$ cat src/rtl/mul_pkg.sv
// mul_pkg: shared types and helpers for the multiplication-unit job scheduler
package mul_pkg;
  typedef enum logic [2:0] {
    MM_IDLE = 3'd0,
    MM_AS   = 3'd1,
    MM_SA   = 3'd2,
    MM_SB   = 3'd3,
    MM_BS   = 3'd4
  } mem_mode_t;

  typedef enum logic [2:0] {
    S_IDLE,
    S_ISSUE,
    S_RUN,
    S_DRAIN,
    S_REPORT
  } sched_state_t;

  function automatic logic is_legal_mode(input logic [2:0] m);
    return m >= 3'(MM_AS) && m <= 3'(MM_BS);
  endfunction
endpackage

$ cat src/rtl/rr_arbiter.sv
// rr_arbiter: combinational round-robin pick of the first set request at or above ptr, with wrap
module rr_arbiter #(
  parameter int N = 2,
  localparam int W = $clog2(N)
)(
  input  logic [N-1:0] req,
  input  logic [W-1:0] ptr,
  output logic [N-1:0] grant_onehot,
  output logic [W-1:0] grant_idx,
  output logic         any
);
  logic [W-1:0] w_j;

  // Scan offsets high to low so the closest set bit above ptr wins last.
  always_comb begin
    grant_idx = '0;
    w_j = '0;
    for (int k = N - 1; k >= 0; k--) begin
      w_j = W'((int'(ptr) + k) % N);
      if (req[w_j]) grant_idx = w_j;
    end
  end

  assign any = |req;
  assign grant_onehot = any ? N'(1) << grant_idx : '0;
endmodule

$ cat src/rtl/mul_job_sched.sv
// mul_job_sched: round-robin front-end scheduler issuing one mode job at a time to the multiplication unit
// Define MUL_SCHED_TIMEOUT_EN to add a RUN watchdog (TIMEOUT_CYCLES) and the sticky timeout_seen output.
module mul_job_sched
  import mul_pkg::*;
#(
  parameter int NREQ = 2,
  parameter int DRAIN_CYCLES = 6
`ifdef MUL_SCHED_TIMEOUT_EN
  , parameter logic [31:0] TIMEOUT_CYCLES = 32'd200000
`endif
)(
  input  logic                    clk,
  input  logic                    rst,
  input  logic [NREQ-1:0]         req_valid,
  input  logic [3*NREQ-1:0]       req_mode,
  output logic [NREQ-1:0]         req_ready,
  output logic [2:0]              mem_mode,
  output logic                    calc_init,
  input  logic                    calc_done,
  output logic                    busy,
  output logic                    cpl_valid,
  output logic [$clog2(NREQ)-1:0] cpl_id,
  output logic                    cpl_err,
  input  logic                    cpl_ready
`ifdef MUL_SCHED_TIMEOUT_EN
  , output logic                  timeout_seen
`endif
);
  localparam int IW = $clog2(NREQ);
  localparam int CW = $clog2(DRAIN_CYCLES + 1);

  if (DRAIN_CYCLES < 1) begin : g_bad_drain
    $error("DRAIN_CYCLES must be at least 1");
  end
  if (NREQ < 2 || NREQ > 4) begin : g_bad_nreq
    $error("NREQ must be in 2..4");
  end

  sched_state_t    r_state, w_next;
  logic [NREQ-1:0] r_gnt, w_onehot;
  logic [IW-1:0]   r_ptr, r_id, w_idx;
  logic [2:0]      r_mode, w_mode;
  logic [CW-1:0]   r_cnt;
  logic            r_err, w_any, w_legal, w_grant, w_to;

  rr_arbiter #(.N(NREQ)) u_arb (
    .req(req_valid),
    .ptr(r_ptr),
    .grant_onehot(w_onehot),
    .grant_idx(w_idx),
    .any(w_any)
  );

  // Pick in IDLE; the registered req_ready cycle that follows is the grant cycle where mode is sampled.
  assign w_grant = r_state == S_IDLE && ~|r_gnt && w_any;
  assign w_mode = req_mode[3*int'(r_id) +: 3];
  assign w_legal = is_legal_mode(w_mode);

`ifdef MUL_SCHED_TIMEOUT_EN
  logic [31:0] r_to;
  logic        r_to_seen;
  assign w_to = r_state == S_RUN && !calc_done && r_to == TIMEOUT_CYCLES - 32'd1;
  assign timeout_seen = r_to_seen;
  always_ff @(posedge clk) begin
    if (rst) begin
      r_to <= '0;
      r_to_seen <= 1'b0;
    end else begin
      r_to <= r_state == S_RUN ? r_to + 32'd1 : '0;
      if (w_to) r_to_seen <= 1'b1;
    end
  end
`else
  assign w_to = 1'b0;
`endif

  always_comb begin
    w_next = r_state;
    case (r_state)
      S_IDLE:   if (|r_gnt) w_next = w_legal ? S_ISSUE : S_REPORT;
      S_ISSUE:  w_next = S_RUN;
      S_RUN:    w_next = calc_done ? S_DRAIN : w_to ? S_REPORT : S_RUN;
      S_DRAIN:  if (r_cnt == '0) w_next = S_REPORT;
      S_REPORT: if (cpl_ready) w_next = S_IDLE;
      default:  w_next = S_IDLE;
    endcase
  end

  always_ff @(posedge clk) begin
    if (rst) begin
      r_state <= S_IDLE;
      r_gnt <= '0;
      r_ptr <= '0;
      r_id <= '0;
      r_mode <= 3'(MM_IDLE);
      r_err <= 1'b0;
      r_cnt <= '0;
    end else begin
      r_state <= w_next;
      r_gnt <= w_grant ? w_onehot : '0;
      if (w_grant) begin
        r_id <= w_idx;
        r_ptr <= int'(w_idx) == NREQ - 1 ? '0 : w_idx + 1'b1;
      end
      if (|r_gnt) begin
        r_mode <= w_mode;
        r_err <= !w_legal;
      end
      if (w_to) r_err <= 1'b1;
      if (r_state == S_RUN && calc_done) r_cnt <= CW'(DRAIN_CYCLES - 1);
      else if (r_state == S_DRAIN) r_cnt <= r_cnt - 1'b1;
    end
  end

  assign req_ready = r_gnt;
  assign mem_mode = (r_state == S_ISSUE || r_state == S_RUN || r_state == S_DRAIN) ? r_mode : 3'(MM_IDLE);
  assign calc_init = r_state == S_ISSUE;
  assign busy = r_state != S_IDLE;
  assign cpl_valid = r_state == S_REPORT;
  assign cpl_id = r_id;
  assign cpl_err = r_err;
endmodule

$ cat config.mk
export PLATFORM = sky130hd
export DESIGN_NAME = mul_job_sched
export DESIGN_NICKNAME = d
export VERILOG_FILES = /design/src/rtl/mul_pkg.sv /design/src/rtl/rr_arbiter.sv /design/src/rtl/mul_job_sched.sv
export SDC_FILE = /design/constraint.sdc
export NUM_CORES = 1
export LEC_CHECK = 0
export CAP_MARGIN = 10
export CORE_MARGIN = 3
export CORE_UTILIZATION = 48
export DETAILED_ROUTE_END_ITERATION = 10
export GPL_TIMING_DRIVEN = 0
export PLACE_DENSITY = 0.78
export RECOVER_POWER = 50
export SYNTH_ARGS = -nofsm -noshare
export SYNTH_HDL_FRONTEND = slang
export SYNTH_SLANG_ARGS = --single-unit
$ cat constraint.sdc
create_clock -name clk -period 3.1 [get_ports clk]
set_clock_uncertainty 0.1 [all_clocks]
set_input_delay 0.465 -clock clk [delete_from_list [all_inputs] [get_ports clk]]
set_output_delay 0.465 -clock clk [all_outputs]
set_load 0.05 [all_outputs]
==> flow_summary.toml, run 1 <==
[outcome]
status = "finished clean"

[logic_synthesis]
synthAdderAreaFrac_pct = 3.36
yosys_warnings = 0
synth_top_family_by_area = "simple AND/OR/NAND/NOR gates"
synth_area_sq_um = 746
syn_nets = 99
ys_types = 37
seq_area_frac_synth_pct = 37.6
synth-compound-area-share_pct = 19.6
synth_xor_area_share_pct = 1.17
yosys.area_share.simple_pct = 28.5
syn-mean-instance-area_sq_um = 8.77
synthCells = 85
synth_seq_cells = 14
synth_mux_area_share_pct = 4.03

[cells_and_area]
diodes = 0
final_cell_mix = "clkdlybuf4s50_1 (19), dfxtp_1 (14), nor2_1 (10), a211oi_1 (6), inv_1 (5)"
final_common_cell = "clkdlybuf4s50_1"
areaGrowthSynthToFinish_pct = 34.6
final_layout_size_suffix_gt1_share_pct = 10.9
fillCellCount = 113
num-nets-final = 125
final_area_sq_um = 1000
post-route-util_pct = 72.6

[timing]
setup_violations = 0
final-max-slew-violation-count = 0
fin_crit_ps = 2620
worst_pin_slew_ps = 514
finalHoldViolCount = 0
setup_tns_ps = 0
setup_slack_ps = 481
fin_crit_sh_pct = 84.5
rsz0062_at_grt = "no"
max_slew_margin_pct = 65.6
fmax_ghz = 0.382

[run]
cap_violations = 0

[die]
start_util_pct = 53.9
die_area_sq_um = 2060
num_rows = 13
die_w_um = 45.4
die-height_um = 45.4
io_pins = 22
coreArea_sq_um = 1380

[global_route]
antenna_found_initial = 0
grt_pass1_vias = 605
grt_pass1_wl_um = 2520
grt_max_degree = 11
overflow = 0
grt_use_total_pct = 16.6

[power]
p_per_area_nw_per_um2 = 617
p_comb_share_pct = 41.6
p_clk_share_pct = 21.1
seq_power_share_pct = 37.4
p_int_mw = 0.382
power_switching_mw = 0.236
ir_drop_v = 0.000458
p_leak_nw = 0.400
power_mw = 0.619
swShare_pct = 38.2

[placement]
placed_cell_area_sq_um = 975
gp_congestion = 0.734
dp.final_hpwl_um = 1200
dp_slack_ps = 769
io_buffers = 21

[detailed_routing]
wirelength_um = 1500
drt-vias-per-instance = 5.51
avgRoutedWirePerCell_um = 12.0
ant_nets = 0
vias = 689
dr.first_iter.drc_count = 12
remaining_drc_errors = 0
drt_pre_antenna_iters = 4

[clock_tree]
h-tree-depth = 1
root_buffer = "clkbuf_4"
cts_buffer_depth = 2
cts_resized = 0
cts-hold-fix-buffers = 0
postCtsSetupBuffers = 0
tritoncts = "built"
cts.sinks = 14
worstSkewPairLatency_ps = 280
numCtsBuffers = 3
clk_pin_slew_worst_paths_ps = 80

[worst_hold_path]
min_path_type = "reg2reg"
hold_end = "r_cnt[2]"
worst_hold_path.num_cells = 1
worstHoldStart = "r_cnt[2]"

[setup_path]
r2r_start = "r_state[0]"
crit_type = "reg2out"
cp_cell_sequence = "nor2_1, nor2_1, and2_1, clkdlybuf4s50_1"
critical_path_required_ps = 2530
rrSetupSlack_ps = 1550
cp_max_fo = 7
r2r-end = "r_cnt[1]"
cp.arrival_ps = 2050
cp_common_cell = "nor2_1"
cpMaxStageDelayCell = "clkdlybuf4s50_1"
cp-start-kind = "flop"
end_kind = "primary output"
max_stage_delay_ps = 800
reg2regPathDepth = 4
registers in the layout, indices dropped and copies added (netlist names):
signal and flops:
cpl_id 1, r_cnt 3, r_mode 3, req_ready 2, cpl_err 1, r_ptr 1
r_state 3
cell type report:
type                            instances  area, sq um  area share [%]
Multi-Input combinational cell         62          415            41.4
Buffer                                  4         23.8            2.37
Inverter                                5         18.8            1.87
Sequential cell                        14          280            27.9
Tap cell                               15         18.8            1.87
Clock buffer                            4         36.3            3.62
Timing Repair Buffer                   21          210            20.9
power groups by stage:
stage / sequential [mW] / combinational (mW) / clock [mW]
floorplan: 0.261 / 0.154 / 0
detailed placement: 0.236 / 0.259 / 0
global route: 0.236 / 0.281 / 0.147
finish: 0.231 / 0.257 / 0.130
global placement: 0.236 / 0.255 / 0
CTS: 0.232 / 0.260 / 0.135
layer usage:
layer	wire (um)	vias up	track usage (%)
met4	0	0	3.51
met5	0	-	0
li1	-	360	-
met1	697	301	21.9
met3	148	0	7.51
met2	653	28	24.8
Yosys cell counts, drive strengths merged:
master	number	share of area (%)
and2	4	3.4
and4b	1	1.3
a31oi	2	1.7
nand2	5	2.9
a221o	1	1.3
buf	2	2.2
nand3	2	1.3
or3b	1	1.5
a21oi	2	1.3
nor3b	2	2.0
mux2i	3	4.0
dfxtp	14	38
xnor2	1	1.2
clkbuf	2	1.0
nand2b	1	0.84
o21ai	4	2.7
nor3	4	4.0
a2111oi	1	2.0
nand3b	1	1.0
or2	2	1.7
and3	1	0.84
nor2	10	6.0
a211oi	6	6.0
a41o	1	1.3
inv	5	2.5
nor4	1	0.84
ha	2	3.4
a21o	1	1.0
or3	1	0.84
o31ai	1	1.0
a311oi	1	1.2
stage by stage:
step | hold WS [ps] | std cells
final | 388 | 125
after global routing | 416 | 125
after CTS | 389 | 125
after detailed placement | 373 | 121
after global placement | 370 | 121
after floorplan | 346 | 85
kinds of logic (layout without fill, tap and decap cells):
kind of cell               Yosys count  count (layout)
and+or+nand+nor                     36              36
muxes                                3               3
DFF                                 14              14
xor gates and xnor gates             1               1
buffers and inverters                9              34
adders and majority gates            2               2
AOI/OAI and AO/OA                   20              20
worst max-delay path: cells and delay by family, from the launching register on:
family        cells  cell delay (ps)
simple gates      3              480
buf+inv           1              800
flops             1              490
worst max path at each step:
stage	startpoint	endpoint	slack, ps	depth (start not counted)
floorplan	r_state[0]	calc_init	920	1
finish	r_state[0]	mem_mode[0]	480	4
CTS	r_state[0]	mem_mode[0]	450	4
detailed placement	r_state[0]	mem_mode[0]	770	4
global route	r_state[0]	mem_mode[0]	310	4
global placement	r_state[0]	mem_mode[0]	790	4
Note: power is estimated with default switching activity, not from simulation.
==> run 2: changes to the inputs <==
Settings changed: CORE_UTILIZATION 48 to 40, PLACE_DENSITY 0.78 to 0.69.
Clock period 3.1 ns to 2.35 ns, I/O delays scaled along.
==> flow_summary.toml, run 2 (same netlist as run 1, synthesis figures left out) <==
[outcome]
status = "finished clean"

[timing]
final-max-slew-violation-count = 0
worst_pin_slew_ps = 500
setup_violations = 0
setup_tns_ps = 0
fmax_ghz = 0.443
rsz0062_at_grt = "no"
setup_slack_ps = 90.6
max_slew_margin_pct = 66.6
fin_crit_sh_pct = 96.1
finalHoldViolCount = 0
fin_crit_ps = 2260

[detailed_routing]
drt_pre_antenna_iters = 5
vias = 696
remaining_drc_errors = 0
dr.first_iter.drc_count = 11
avgRoutedWirePerCell_um = 11.9
ant_nets = 0
wirelength_um = 1600
drt-vias-per-instance = 5.19

[global_route]
antenna_found_initial = 0
grt_pass1_wl_um = 2700
grt_max_degree = 11
grt_pass1_vias = 630
gr-usage-met2_pct = 23.2
grt.busiest_layer = "met2"
overflow = 0
met1_usage_pct = 17.4
use_met3_pct = 5.20
grt_use_total_pct = 14.1

[die]
coreArea_sq_um = 1630
io_pins = 22
die_w_um = 49.2
start_util_pct = 45.8
die-height_um = 49.2
die_area_sq_um = 2420
num_rows = 14

[clock_tree]
cts-hold-fix-buffers = 0
root_buffer = "clkbuf_4"
h-tree-depth = 1
tritoncts = "built"
clk_pin_slew_worst_paths_ps = 90
numCtsBuffers = 3
worstSkewPairLatency_ps = 280
cts_buffer_depth = 2
cts.sinks = 14

[cells_and_area]
top_regs = "r_cnt (3), r_mode (3), r_state (3)"
seq_area_sq_um = 280
fillCellCount = 153
multiInputGateArea_sq_um = 413
num-nets-final = 125
areaGrowthSynthToFinish_pct = 35.6
final_common_cell = "clkdlybuf4s50_1"
post-route-util_pct = 62.1
diodes = 0
final_layout_size_suffix_gt1_share_pct = 10.0
final_cell_mix = "clkdlybuf4s50_1 (15), dfxtp_1 (14), nor2_1 (10), a211oi_1 (6)"
layoutNonFillerInstCount = 134

[setup_path]
max_stage_delay_ps = 830
cp.arrival_ps = 1810
rrSetupSlack_ps = 720
cpMaxStageDelayCell = "clkdlybuf4s50_1"
r2r_start = "r_state[0]"
cp_cell_sequence = "nor3b_1, clkdlybuf4s50_1"
r2r-end = "r_cnt[1]"
end_kind = "primary output"
crit_type = "reg2out"
reg2regPathDepth = 4
cp_max_fo = 7
cp-start-kind = "flop"
critical_path_required_ps = 1900

[placement]
placed_cells = 130
io_buffers = 21
gp_congestion = 0.662
dp_slack_ps = 138
dp.final_hpwl_um = 1240

[worst_hold_path]
hold_end = "r_cnt[2]"
worst_hold_path.num_cells = 1
worstHoldStart = "r_cnt[2]"
min_path_type = "reg2reg"

[power]
p_clk_share_pct = 21.3
seq_power_share_pct = 37.5
p_leak_nw = 0.429
p_comb_share_pct = 41.2
swShare_pct = 38.5
power_switching_mw = 0.312
p_int_mw = 0.500
p_per_area_nw_per_um2 = 803
ir_drop_v = 0.000534

[run]
cap_violations = 0
[run 2: cell type report]
| type | instances | share of cell area, % |
|---|---|---|
| timing repair buffer | 21 | 20.7 |
| multi-input combinational | 62 | 40.8 |
| sequential | 14 | 27.7 |
| inverter | 5 | 1.86 |
| tap | 24 | 2.97 |
| clock buffer | 4 | 3.59 |
| buffer | 4 | 2.35 |
[run 2: routing by layer]
layer,wire length (um),vias up
met5,0,-
met1,749,306
li1,-,365
met2,726,23
met4,10,0
met3,108,2
[run 2: per-stage QoR]
stage                     hold slack, ps  power, mW  instance area, sq um
after CTS                            389      0.824                  1020
after floorplan                      321      0.547                   746
final                                389      0.812                  1010
after global placement               364      0.649                   986
after global routing                 420      0.862                  1010
after detailed placement             373      0.654                   986
[run 2: how the worst max path moves through the flow]
| stage | slack (ps) | cells after the start | endpoint | from |
|---|---|---|---|---|
| 2_1_floorplan | 280 | 1 | calc_init | r_state[0] |
| 3_3_place_gp | 160 | 4 | mem_mode[0] | r_state[0] |
| 3_5_place_dp | 140 | 4 | mem_mode[0] | r_state[0] |
| 4_1_cts | 70 | 2 | calc_init | r_state[0] |
| 5_1_grt | 20 | 4 | mem_mode[2] | r_state[0] |
| 6_report | 90 | 2 | calc_init | r_state[0] |
[run 2: power groups by stage]
stage,registers [mW],clock network (mW),logic (mW)
2_1_floorplan,0.344,0,0.203
3_3_place_gp,0.311,0,0.338
6_report,0.305,0.173,0.334
5_1_grt,0.310,0.189,0.363
4_1_cts,0.307,0.178,0.340
3_5_place_dp,0.312,0,0.341
[run 2: what timing repair did]
action,4_1_cts,5_1_grt
cloned,0,0
resized for setup,4,2
buffers inserted,0,0
setup endpoints to repair,4,2
[run 2: critical path: cells and delay by family (launching register included)]
family	cells	cell delay [ps]
buf+inv	1	830
flops	1	470
simple gates	1	220
